## src/rtl/gps_sweep_ctrl.sv

```systemverilog
// Acquisition-test sequencer: steps gps_gen_core through a Doppler x C/A-phase grid,
// applying each new configuration only on a code-epoch boundary.
//
// state | meaning
// IDLE  | core disabled, waiting for a sweep_en_in rising edge
// ARM   | core enabled, waiting for the first epoch to align dwell counting
// DWELL | counting epochs per bin, advancing Doppler / phase on bin completion
// DONE  | single sweep finished, waiting for sweep_en_in to drop
module gps_sweep_ctrl #(
  parameter int DOPPLER_W = 8,
  parameter int PHASE_W   = 16,
  parameter int DWELL_W   = 8
) (
  input  logic                 clk_in,
  input  logic                 rst_in_n,
  input  logic                 sweep_en_in,
  input  logic                 mode_in,
  input  logic [DOPPLER_W-1:0] dop_start_in,
  input  logic [DOPPLER_W-1:0] dop_stop_in,
  input  logic [DOPPLER_W-1:0] dop_step_in,
  input  logic [DWELL_W-1:0]   dwell_in,
  input  logic [DWELL_W-1:0]   passes_in,
  input  logic [PHASE_W-1:0]   phase_base_in,
  input  logic [PHASE_W-1:0]   phase_step_in,
  input  logic                 epoch_in,
  output logic                 core_ena_out,
  output logic [DOPPLER_W-1:0] doppler_out,
  output logic [PHASE_W-1:0]   ca_phase_out,
  output logic                 cfg_update_out,
  output logic                 busy_out,
  output logic                 done_out
);

  typedef enum logic [1:0] {S_IDLE, S_ARM, S_DWELL, S_DONE} state_t;

  state_t               state_q, state_d;
  logic                 epoch_q, sweep_en_q;
  logic [DOPPLER_W-1:0] dop_q, dop_d;
  logic [PHASE_W-1:0]   phase_q, phase_d;
  logic                 cfg_q, cfg_d;
  logic [DWELL_W-1:0]   dwell_cnt_q, dwell_cnt_d;
  logic [DWELL_W-1:0]   pass_cnt_q, pass_cnt_d;

  logic [DOPPLER_W-1:0] start_q, start_d;
  logic [DOPPLER_W-1:0] stop_q, stop_d;
  logic [DOPPLER_W-1:0] step_q, step_d;
  logic [DWELL_W-1:0]   dwell_q, dwell_d;
  logic [DWELL_W-1:0]   passes_q, passes_d;
  logic [PHASE_W-1:0]   base_q, base_d;
  logic [PHASE_W-1:0]   pstep_q, pstep_d;
  logic                 mode_q, mode_d;

  logic                   ep;
  logic                   sweep_rise;
  logic signed [DOPPLER_W+1:0] nxt_dop;
  logic signed [DOPPLER_W+1:0] stop_ext;
  logic                   in_range;
  logic                   bin_last;
  logic [DWELL_W:0]       pass_inc;
  logic                   pass_last;

  assign ep         = epoch_in & ~epoch_q;
  assign sweep_rise = sweep_en_in & ~sweep_en_q;

  // Two guard bits keep start+step from wrapping back into range (e.g. 127+255).
  assign nxt_dop  = $signed({{2{dop_q[DOPPLER_W-1]}}, dop_q}) + $signed({2'b00, step_q});
  assign stop_ext = $signed({{2{stop_q[DOPPLER_W-1]}}, stop_q});
  assign in_range = (nxt_dop <= stop_ext);

  assign bin_last  = (dwell_cnt_q == (dwell_q - DWELL_W'(1)));
  assign pass_inc  = {1'b0, pass_cnt_q} + (DWELL_W+1)'(1);
  assign pass_last = (pass_inc == {1'b0, passes_q});

  always_comb begin
    state_d     = state_q;
    dop_d       = dop_q;
    phase_d     = phase_q;
    cfg_d       = 1'b0;
    dwell_cnt_d = dwell_cnt_q;
    pass_cnt_d  = pass_cnt_q;
    start_d     = start_q;
    stop_d      = stop_q;
    step_d      = step_q;
    dwell_d     = dwell_q;
    passes_d    = passes_q;
    base_d      = base_q;
    pstep_d     = pstep_q;
    mode_d      = mode_q;

    unique case (state_q)
      S_IDLE: begin
        if (sweep_rise) begin
          start_d  = dop_start_in;
          stop_d   = dop_stop_in;
          step_d   = (dop_step_in == '0) ? DOPPLER_W'(1) : dop_step_in;
          dwell_d  = (dwell_in == '0) ? DWELL_W'(1) : dwell_in;
          passes_d = (passes_in == '0) ? DWELL_W'(1) : passes_in;
          base_d   = phase_base_in;
          pstep_d  = phase_step_in;
          mode_d   = mode_in;
          dop_d    = dop_start_in;
          phase_d  = phase_base_in;
          cfg_d    = 1'b1;
          state_d  = S_ARM;
        end
      end

      S_ARM: begin
        if (!sweep_en_in) begin
          state_d = S_IDLE;
        end else if (ep) begin
          dwell_cnt_d = '0;
          pass_cnt_d  = '0;
          state_d     = S_DWELL;
        end
      end

      S_DWELL: begin
        if (!sweep_en_in) begin
          state_d = S_IDLE;
        end else if (ep) begin
          if (!bin_last) begin
            dwell_cnt_d = dwell_cnt_q + DWELL_W'(1);
          end else if (in_range) begin
            dop_d       = nxt_dop[DOPPLER_W-1:0];
            dwell_cnt_d = '0;
            cfg_d       = 1'b1;
          end else if (pass_last && !mode_q) begin
            // Final pass of a single sweep: leave the last bin on the core.
            dwell_cnt_d = '0;
            pass_cnt_d  = pass_inc[DWELL_W-1:0];
            state_d     = S_DONE;
          end else if (pass_last) begin
            dop_d       = start_q;
            phase_d     = base_q;
            pass_cnt_d  = '0;
            dwell_cnt_d = '0;
            cfg_d       = 1'b1;
          end else begin
            dop_d       = start_q;
            phase_d     = phase_q + pstep_q;
            pass_cnt_d  = pass_inc[DWELL_W-1:0];
            dwell_cnt_d = '0;
            cfg_d       = 1'b1;
          end
        end
      end

      S_DONE: begin
        if (!sweep_en_in) state_d = S_IDLE;
      end

      default: state_d = S_IDLE;
    endcase
  end

  always_ff @(posedge clk_in or negedge rst_in_n) begin
    if (!rst_in_n) begin
      state_q     <= S_IDLE;
      epoch_q     <= 1'b0;
      sweep_en_q  <= 1'b0;
      dop_q       <= '0;
      phase_q     <= '0;
      cfg_q       <= 1'b0;
      dwell_cnt_q <= '0;
      pass_cnt_q  <= '0;
      start_q     <= '0;
      stop_q      <= '0;
      step_q      <= '0;
      dwell_q     <= '0;
      passes_q    <= '0;
      base_q      <= '0;
      pstep_q     <= '0;
      mode_q      <= 1'b0;
    end else begin
      state_q     <= state_d;
      epoch_q     <= epoch_in;
      sweep_en_q  <= sweep_en_in;
      dop_q       <= dop_d;
      phase_q     <= phase_d;
      cfg_q       <= cfg_d;
      dwell_cnt_q <= dwell_cnt_d;
      pass_cnt_q  <= pass_cnt_d;
      start_q     <= start_d;
      stop_q      <= stop_d;
      step_q      <= step_d;
      dwell_q     <= dwell_d;
      passes_q    <= passes_d;
      base_q      <= base_d;
      pstep_q     <= pstep_d;
      mode_q      <= mode_d;
    end
  end

  assign core_ena_out   = (state_q == S_ARM) || (state_q == S_DWELL);
  assign busy_out       = (state_q == S_ARM) || (state_q == S_DWELL);
  assign done_out       = (state_q == S_DONE);
  assign doppler_out    = dop_q;
  assign ca_phase_out   = phase_q;
  assign cfg_update_out = cfg_q;

endmodule

```

## config.mk

```make
export PLATFORM = sky130hd
export DESIGN_NAME = gps_sweep_ctrl
export DESIGN_NICKNAME = d
export VERILOG_FILES = /design/src/rtl/gps_sweep_ctrl.sv
export SDC_FILE = /design/constraint.sdc
export NUM_CORES = 1
export LEC_CHECK = 0
export ABC_AREA = 1
export CAP_MARGIN = 40
export CORE_ASPECT_RATIO = 1.2
export CORE_MARGIN = 8
export CORE_UTILIZATION = 45
export CTS_BUF_LIST = sky130_fd_sc_hd__clkbuf_4 sky130_fd_sc_hd__clkbuf_8
export CTS_CLUSTER_DIAMETER = 30
export DETAILED_ROUTE_END_ITERATION = 8
export GPL_ROUTABILITY_DRIVEN = 1
export GPL_TIMING_DRIVEN = 0
export PLACE_DENSITY = 0.78
export SLEW_MARGIN = 15
export SYNTH_ARGS = -nofsm -noshare
export SYNTH_HDL_FRONTEND = slang
export SYNTH_SLANG_ARGS = --single-unit
```

## constraint.sdc

```tcl
create_clock -name clk_in -period 3.35 [get_ports clk_in]
set_input_delay 0.67 -clock clk_in [delete_from_list [all_inputs] [get_ports clk_in]]
set_output_delay 0.67 -clock clk_in [all_outputs]
set_load 0.05 [all_outputs]
```

Word-level counts from Yosys, hierarchy flattened --
Cells that the tools add are included.
Operators by class: bitwise operators 4, divide/modulo/power cells 0, eq/ne operators 20, reductions and logical operators 15, multiplexer cells 48, shift operators 0, multipliers 0, order comparisons 1, add/sub/neg operators 5
Operators with widths (number):
- two-way mux 8 bit | 20
- two-way mux 16 bit | 7
- case mux 8 bit (2 select lines) | 3
- case mux 16 bit (2 select lines) | 1
- zero test 8 bit | 3
- AND reduction 7 bit | 3
- two-way mux 2 bit | 9
- != test 2 bit (second input constant) | 9
- != test 3 bit (second input constant) | 6
- adder 16 bit | 1
- adder 8 x 9 -> 10 bit | 1
- <= comparator 10 x 8 -> 1 bit | 1
- adder 8 x 1 -> 9 bit (second input constant) | 1
- == test 9 x 8 -> 1 bit | 1
- adder 8 x 1 -> 8 bit (second input constant) | 1
- == test 8 bit | 1
- case mux 2 bit (4 select lines) | 1
- subtractor 8 x 1 -> 8 bit (second input constant) | 1
- two-way mux 1 bit | 6
- AND reduction 6 bit | 1
- AND reduction 5 bit | 1
- == test 2 bit (second input constant) | 2
- nonzero test 2 bit | 2
- bitwise AND 1 bit | 2
- 8 further kinds | 9
Word-level totals: output and inout bits 28, word-level logic and storage cells 109, RAM bits 0, memory bits (read-only) 0, bits in latches 0, bits of input ports 77, register bits 118, memories 0

Longest topological paths before layout --
Gate-level depths: netlist of run 1.
depth in word-level cells 9, gate-level depth with buffers 23, gate-level depth less buffers 23

Worst setup path after synthesis of run 1 --
Ideal clock, no wire load.
path type reg2reg, from register dop_q[0], in the netlist doppler_out[0], to register phase_q[0], in the netlist ca_phase_out[0], clock period less this slack 3.586 ns, setup time 0.066 ns, cell stages (with the launch flop) 23, required time 3.284 ns, data arrival time 3.520 ns, path slack -0.236 ns, buffers on the path 1, path through dfrtp_1 > ha_1 > inv_1 > fa_1 > inv_1 > nand4_1 > o211ai_1 > nand2_1 > a21oi_1 > nor2_1 > xor2_1 > ha_1 > nand2_1 > nor2_1 > nand3_1 > nand4_1 > nand3_2 > nand2_1 > nand3b_1 > nor2_4 > buf_6 > nand2_1 > nand2_1
On the way: longest elaborated chain between the ends 4
Ends and longest elaborated chain:
- start: declaration | line 38 | logic [DOPPLER_W-1:0] dop_q, dop_d;
- start signal: assignment | line 179 | dop_q <= dop_d;
- adder 8 x 9 -> 10 bit | line 66 | assign nxt_dop = $signed({{2{dop_q[DOPPLER_W-1]}}, dop_q}) + $signed({2'b00, step_q});
- <= comparator 10 x 8 -> 1 bit | line 68 | assign in_range = (nxt_dop <= stop_ext);
- != test 2 bit (no source line)
- AND reduction 7 bit (no source line)
- end signal: assignment | line 180 | phase_q <= phase_d;
- end: declaration | line 39 | logic [PHASE_W-1:0] phase_q, phase_d;
No other way between the ends. A chain may end at the register's enable or synchronous reset.

Worst setup path in the final report of run 1 --
from register step_q[0], to register phase_q[5], in the netlist ca_phase_out[5]
On the way: longest elaborated chain between the ends 4
Ends and longest elaborated chain:
- start: declaration | line 46 | logic [DOPPLER_W-1:0] step_q, step_d;
- start signal: assignment | line 186 | step_q <= step_d;
- adder 8 x 9 -> 10 bit | line 66
- <= comparator 10 x 8 -> 1 bit | line 68
- != test 2 bit (no source line)
- AND reduction 7 bit (no source line)
No other way between the ends.

==> results.txt, run 1 <==
CTS Buf Count = 17
CP Data Required Time = 3.75 ns
Reg clk slew, reported paths = 0.07 ns
worst slew pin tran = 0.717 ns
Final ANT Viol Nets = 0
Yosys top cell by area = dfrtp_1
hpwl dp = 15.2 mm
first-pass GRT wire length = 33.6 mm
Overflow after GRT = 0
Initial Util = 46.0%
dpl cells = 1306
post-synthesis sequential element count = 118
CTS Sinks = 118
Worst R2R Start = step_q[0]
Reg2Reg Depth = 22
Core Rows = 51
GRT Total Usage = 20.1%
startpoint types = flop
hold buffers post-CTS = 0
worst ir drop on vdd = 0.747 mV
final setup margin = -0.0163 ns
# fillers = 1505
status = finished, violations left
Netlist cell types = 37
final hold vios = 0
syn_nets = 1109
Setup violations, final = 5
Synth Cell Area = 0.00749 mm^2
Max-Cap Viols = 0
pwr/cell area = 1020 mW/mm^2
core area = 0.0163 mm^2
Longest Clk Path Bufs = 2
1st-iter DRT viols = 436
overall die width = 134 um
Boundary Pins = 105
Static Leakage = 4.77 nW
Max Fclk = 297 MHz
First-pass DRT Iterations = 5
reg2reg end = ca_phase_out[5]
Post-DP Area = 0.00884 mm^2
Chip Height = 157 um
min Tclk post-route = 3.37 ns
average cell area after synthesis = 7.57 um^2
# nets final = 1250
Seq/Total Area, Yosys = 39.4%
Cells after Synth = 989
final instance area = 0.00954 mm^2
Synth top area share = 39.4%
slew margin rel. = 52.2%
Max Fanout on Critical Path = 5
routed len/inst = 15.3 um
Buffers on Ports = 104
skew final = 0.0129 ns
path type of the worst min-delay path = input pin to asynchronous set/reset pin
main area contributors after synthesis = dfrtp_1 (39%), nand2_1 (16%), ha_1 (6.9%), inv_1 (5.9%), nand3_1 (4.5%)
largest net degree at the start of global routing = 67
violated checks = negative setup slack
Antenna Cells = 0
Final GP Congestion = 0.881
vias per cell = 5.08
drc violations = 0
final WL = 20.7 mm
TritonCTS clock tree = yes
initial antenna violation count = 0
Pins Over Slew Limit = 0
Layout area overhead = 27.5%
reg2reg setup slack = -0.02 ns
unrepaired setup endpoints after global routing = true
Yosys warning total = 0
final non-filler cell total = 1355
Die ar. = 0.0210 mm^2
Final Cycle Share = 100%
WP data arrival = 3.77 ns
CP endpoint kind = flop
Post-Route Utilization = 58.6%
vias = 6883
clk_lat worst skew = 0.47 ns
WS Path Type = flop to flop
H-tree depth = 4
vias in the first global route = 6905
ratio of cells with drive above 1 in the final layout = 12.5%
Root Buffer = clkbuf_8
## state kept, by name (all words and copies together) (netlist names), 2 cells and up
name	cells
base_q	16
ca_phase_out	16
pstep_q	16
doppler_out	8
dwell_cnt_q	8
dwell_q	8
pass_cnt_q	8
passes_q	8
start_q	8
step_q	8
stop_q	8
state_q	2
## report_power, final
part / internal (mW) / switching [mW]
Combinational: 2.27 / 3.56
Sequential: 2.03 / 0.426
Clock: 0.805 / 0.609
Total: 5.11 / 4.60
## cell families (layout without fill, tap and decap cells)
group	Yosys count	in the layout	synth area share, %
compound gates	109	109	7.99
buf+inv	150	304	8.14
simple gates	511	511	29.3
mux	28	28	4.21
fa+ha+maj	43	43	7.39
flops	118	118	39.4
xor+xnor	30	30	3.51
## synth_stat cells
| cell | count |
|---|---|
| a21o_1 | 4 |
| nor2_2 | 2 |
| ha_1 | 41 |
| nor3_1 | 7 |
| xnor2_1 | 11 |
| nand2_4 | 2 |
| buf_2 | 1 |
| nand3b_1 | 5 |
| o211ai_1 | 1 |
| nand3_2 | 3 |
| nand2_1 | 313 |
| nand3_1 | 67 |
| nand3_4 | 1 |
| nor2_8 | 1 |
| o21ai_2 | 9 |
| a21oi_1 | 57 |
| nor2_1 | 82 |
| fa_1 | 2 |
| nand2_2 | 3 |
| nor2_4 | 5 |
| a41oi_1 | 1 |
| nor3b_1 | 1 |
| o21bai_1 | 1 |
| clkbuf_1 | 15 |
| dfrtp_1 | 118 |
| mux2_2 | 28 |
| buf_1 | 4 |
| o21ai_0 | 31 |
| o21ai_1 | 5 |
| or2_1 | 1 |
| buf_4 | 2 |
| buf_6 | 5 |
| xor2_1 | 19 |
| nor4_1 | 3 |
| inv_1 | 117 |
| nand4_1 | 15 |
| inv_2 | 6 |
## layout by cell type, fill, tap and decap left out, types with 4 or more instances in the layout
| cell | count |
|---|---|
| clkbuf_1 | 14 |
| mux2_2 | 28 |
| clkdlybuf4s50_1 | 103 |
| nand3_1 | 67 |
| clkbuf_8 | 24 |
| a21oi_1 | 54 |
| inv_1 | 115 |
| nand3b_1 | 5 |
| nand4_1 | 15 |
| o21ai_2 | 9 |
| a21o_1 | 4 |
| o21ai_1 | 7 |
| buf_4 | 14 |
| buf_6 | 8 |
| xnor2_1 | 11 |
| nand2_1 | 302 |
| nor2_4 | 6 |
| ha_1 | 39 |
| nor3_1 | 7 |
| nor2_1 | 80 |
| dfrtp_1 | 116 |
| xor2_1 | 19 |
| nand2_2 | 12 |
| buf_1 | 4 |
| inv_2 | 8 |
| o21ai_0 | 29 |
## metal layers
| layer | track usage [%] | share of wire [%] |
|---|---|---|
| met4 | 8.57 | 2.3 |
| met5 | 0 | 0 |
| met2 | 34.8 | 50 |
| met1 | 23.9 | 43 |
| met3 | 3.64 | 4.7 |
## through the flow
stage | TNS (ns) | total power [mW] | worst slack (ns) | hold slack (ns)
final | -0.0308 | 9.70 | -0.0163 | 0.145
after floorplan | -0.110 | 6.41 | -0.0122 | 0.374
after global routing | -5.92 | 10.5 | -0.241 | 0.177
after detailed placement | -6.96 | 7.83 | -0.321 | 0.495
after CTS | 0 | 9.54 | 0.00436 | 0.163
after global placement | -364.63 | 7.71 | -3.50 | 0.488
## final cells by class
cell class                      instances  area, um^2  share of cell area, %
Sequential cell                       118        2960                   31.0
Inverter                              123         462                   4.84
Multi-Input combinational cell        721        4030                   42.2
Buffer                                 27         159                   1.67
Clock inverter                          7        90.1                  0.944
Tap cell                              212         265                   2.78
Clock buffer                           25         338                   3.54
Timing Repair Buffer                  122        1250                   13.1
## worst max-delay path by stage
stage	from	endpoint	slack (ns)
6_report	step_q[0]	ca_phase_out[5]	-0.02
5_1_grt	step_q[0]	ca_phase_out[6]	-0.24
4_1_cts	step_q[0]	ca_phase_out[6]	0.004
3_5_place_dp	step_q[0]	doppler_out[5]	-0.32
3_3_place_gp	rst_in_n	doppler_out[1]	-3.50
2_1_floorplan	doppler_out[0]	ca_phase_out[0]	-0.01
## critical path, cell delays in order, from the launching register on
cell and delay [ns]:
dfrtp_1 0.40, ha_4 0.17, inv_2 0.05, fa_2 0.34, inv_2 0.07, nand4_1 0.09
o211ai_1 0.17, nand2_1 0.12, a21oi_2 0.14, nor2_1 0.06, xor2_1 0.14, ha_1 0.28
nand2_2 0.06, nor2_2 0.13, nand3_1 0.11, nand4_1 0.15, nand3_4 0.13, nand2_4 0.09
nand3b_1 0.13, nor2_4 0.20, buf_6 0.15, nand2_1 0.08, nand2_1 0.06
## what timing repair did
action / CTS / global route
pin swaps: 16 / 14
setup endpoints to repair: 34 / 34
gates cloned: 1 / 2
setup buffers: 10 / 3
hold endpoints to repair: 0 / 0
gates resized for setup: 14 / 20
(Power assumes the default switching activity.)
==> inputs of run 2 (changes only) <==
--- a/config.mk
+++ b/config.mk
@@ -12,10 +12,12 @@
 export CORE_UTILIZATION = 45
 export CTS_BUF_LIST = sky130_fd_sc_hd__clkbuf_4 sky130_fd_sc_hd__clkbuf_8
 export CTS_CLUSTER_DIAMETER = 30
+export CTS_CLUSTER_SIZE = 20
 export DETAILED_ROUTE_END_ITERATION = 8
 export GPL_ROUTABILITY_DRIVEN = 1
 export GPL_TIMING_DRIVEN = 0
 export PLACE_DENSITY = 0.78
+export REMOVE_ABC_BUFFERS = 1
 export SLEW_MARGIN = 15
 export SYNTH_ARGS = -nofsm -noshare
 export SYNTH_HDL_FRONTEND = slang
==> run 2 against run 1 <==
Compared with the run above: the run still ends with negative setup slack left; combinational power grew 3.6%; critical path depth is 2 lower; worst hold slack better by 0.014 ns; final area shrank 1.2%; critical path type unchanged; largest cell class unchanged.
==> results.txt, run 2 (same netlist as run 1, synthesis figures left out) <==
CTS Buf Count = 17
WP data arrival = 3.90 ns
Initial Util = 46.0%
CP Data Required Time = 3.69 ns
hpwl dp = 13.4 mm
Boundary Pins = 105
Layout area overhead = 26.0%
pwr/cell area = 1040 mW/mm^2
Buffers on Ports = 104
largest net degree at the start of global routing = 73
final hold vios = 0
unrepaired setup endpoints after global routing = true
Static Leakage = 4.72 nW
vias in the first global route = 6721
worst ir drop on vdd = 0.517 mV
status = finished, violations left
slew margin rel. = 54.5%
final hold slack = 0.159 ns
Reg clk slew, reported paths = 0.06 ns
Post-Route Utilization = 58.0%
Pins Over Slew Limit = 0
skew final = 0.0114 ns
Antenna Cells = 0
ratio of cells with drive above 1 in the final layout = 13.1%
TritonCTS clock tree = yes
worst slew pin tran = 0.681 ns
commonest non-fill, non-tap cell in the layout = nand2_1
initial antenna violation count = 0
# nets final = 1223
first-pass GRT wire length = 31.7 mm
min Tclk post-route = 3.57 ns
most frequent cells in the layout = nand2_1 (290), dfrtp_1 (118), inv_1 (114), clkdlybuf4s50_1 (103), nor2_1 (79)
Reg2Reg Depth = 20
# fillers = 1490
startpoint types = flop
vias = 6668
WS Path Type = flop to flop
drc violations = 0
final setup margin = -0.215 ns
Chip Height = 157 um
overall die width = 134 um
Max Fanout on Critical Path = 6
Setup violations, final = 34
Overflow after GRT = 0
routed len/inst = 14.5 um
Max-Cap Viols = 0
dpl ws = -0.702 ns
CTS Sinks = 118
First-pass DRT Iterations = 5
vias per cell = 5.03
1st-iter DRT viols = 505
path type of the worst min-delay path = input pin to asynchronous set/reset pin
core area = 0.0163 mm^2
Root Buffer = clkbuf_8
Final GP Congestion = 0.931
final non-filler cell total = 1325
GRT Total Usage = 18.6%
dpl cells = 1282
final WL = 19.2 mm
Final Cycle Share = 106%
Die ar. = 0.0210 mm^2
H-tree depth = 4
Final ANT Viol Nets = 0
violated checks = negative setup slack
hold buffers post-CTS = 0
Longest Clk Path Bufs = 2
CP endpoint kind = flop
Max Fclk = 280 MHz
clk_lat worst skew = 0.45 ns
Core Rows = 51
-- run 2: cell count changes in the layout (fill, tap and decap cells not counted), sizes merged --
cell	previous run	this run
nand3	71	72
clkbuf	40	24
clkinvlp	2	0
buf	31	18
-- run 2: power by group --
part	total (mW)	switching, mW	leakage [nW]	internal [mW]
sequential	2.47	0.440	1.42	2.03
combinational	6.04	3.67	3.10	2.37
clock	1.27	0.542	0.200	0.725
total	9.78	4.65	4.72	5.13
-- run 2: per-layer routing --
| metal | GRT usage [%] | routed length [um] |
|---|---|---|
| met5 | 0 | 0 |
| met4 | 7.02 | 323 |
| met3 | 4.34 | 891 |
| met2 | 32.6 | 9930 |
| met1 | 21.6 | 8100 |
-- run 2: final timing paths --
path	end	slack (ns)	startpoint
max in group asynchronous	pass_cnt_q[5]	2.47	rst_in_n
min in group clk_in	start_q[4]	0.51	start_q[4]
worst max-delay path	doppler_out[7]	-0.22	doppler_out[2]
worst min register to register	start_q[4]	0.51	start_q[4]
worst min-delay path	dwell_q[5]	0.16	rst_in_n
worst max register to register	doppler_out[7]	-0.22	doppler_out[2]
-- run 2: timing repair --
action | 4_1_cts | 5_1_grt
setup buffers | 11 | 3
cloned | 1 | 1
endpoints found under the setup margin | 35 | 35
pin swaps | 8 | 29
resized for setup | 17 | 35
-- run 2: critical path: stages, from the launching register on --
cell and delay [ns]:
dfrtp_1 0.44, ha_1 0.41, a21oi_1 0.28, nor2_1 0.07
nor3_1 0.21, xor2_1 0.27, inv_1 0.08, ha_1 0.30
nand2_1 0.07, nor2_1 0.20, nand3_2 0.13, nand4_1 0.19
buf_4 0.15, nand2_2 0.07, nor2_4 0.15, buf_4 0.14
nand2_1 0.04, nand3_1 0.07, nand2_1 0.07, nand3_2 0.08
nand2_1 0.05
-- run 2: layout make-up --
cell class | count | area [um^2] | share of cell area [%]
timing repair buffer | 121 | 1270 | 13.5
clock buffer | 24 | 299 | 3.17
tap | 212 | 265 | 2.81
clock inverter | 5 | 75.1 | 0.796
inverter | 123 | 462 | 4.90
multi-input combinational | 722 | 4100 | 43.5
sequential | 118 | 2950 | 31.3
-- run 2: per-stage QoR --
stage	instance area (um^2)	power (mW)	TNS, ns
after global routing	9430	10.6	-14.42
final	9430	9.78	-4.87
after global placement	8640	7.64	-613.62
after CTS	9340	9.57	-0.0723
after detailed placement	8760	7.77	-17.90
after floorplan	7340	6.34	-43.19
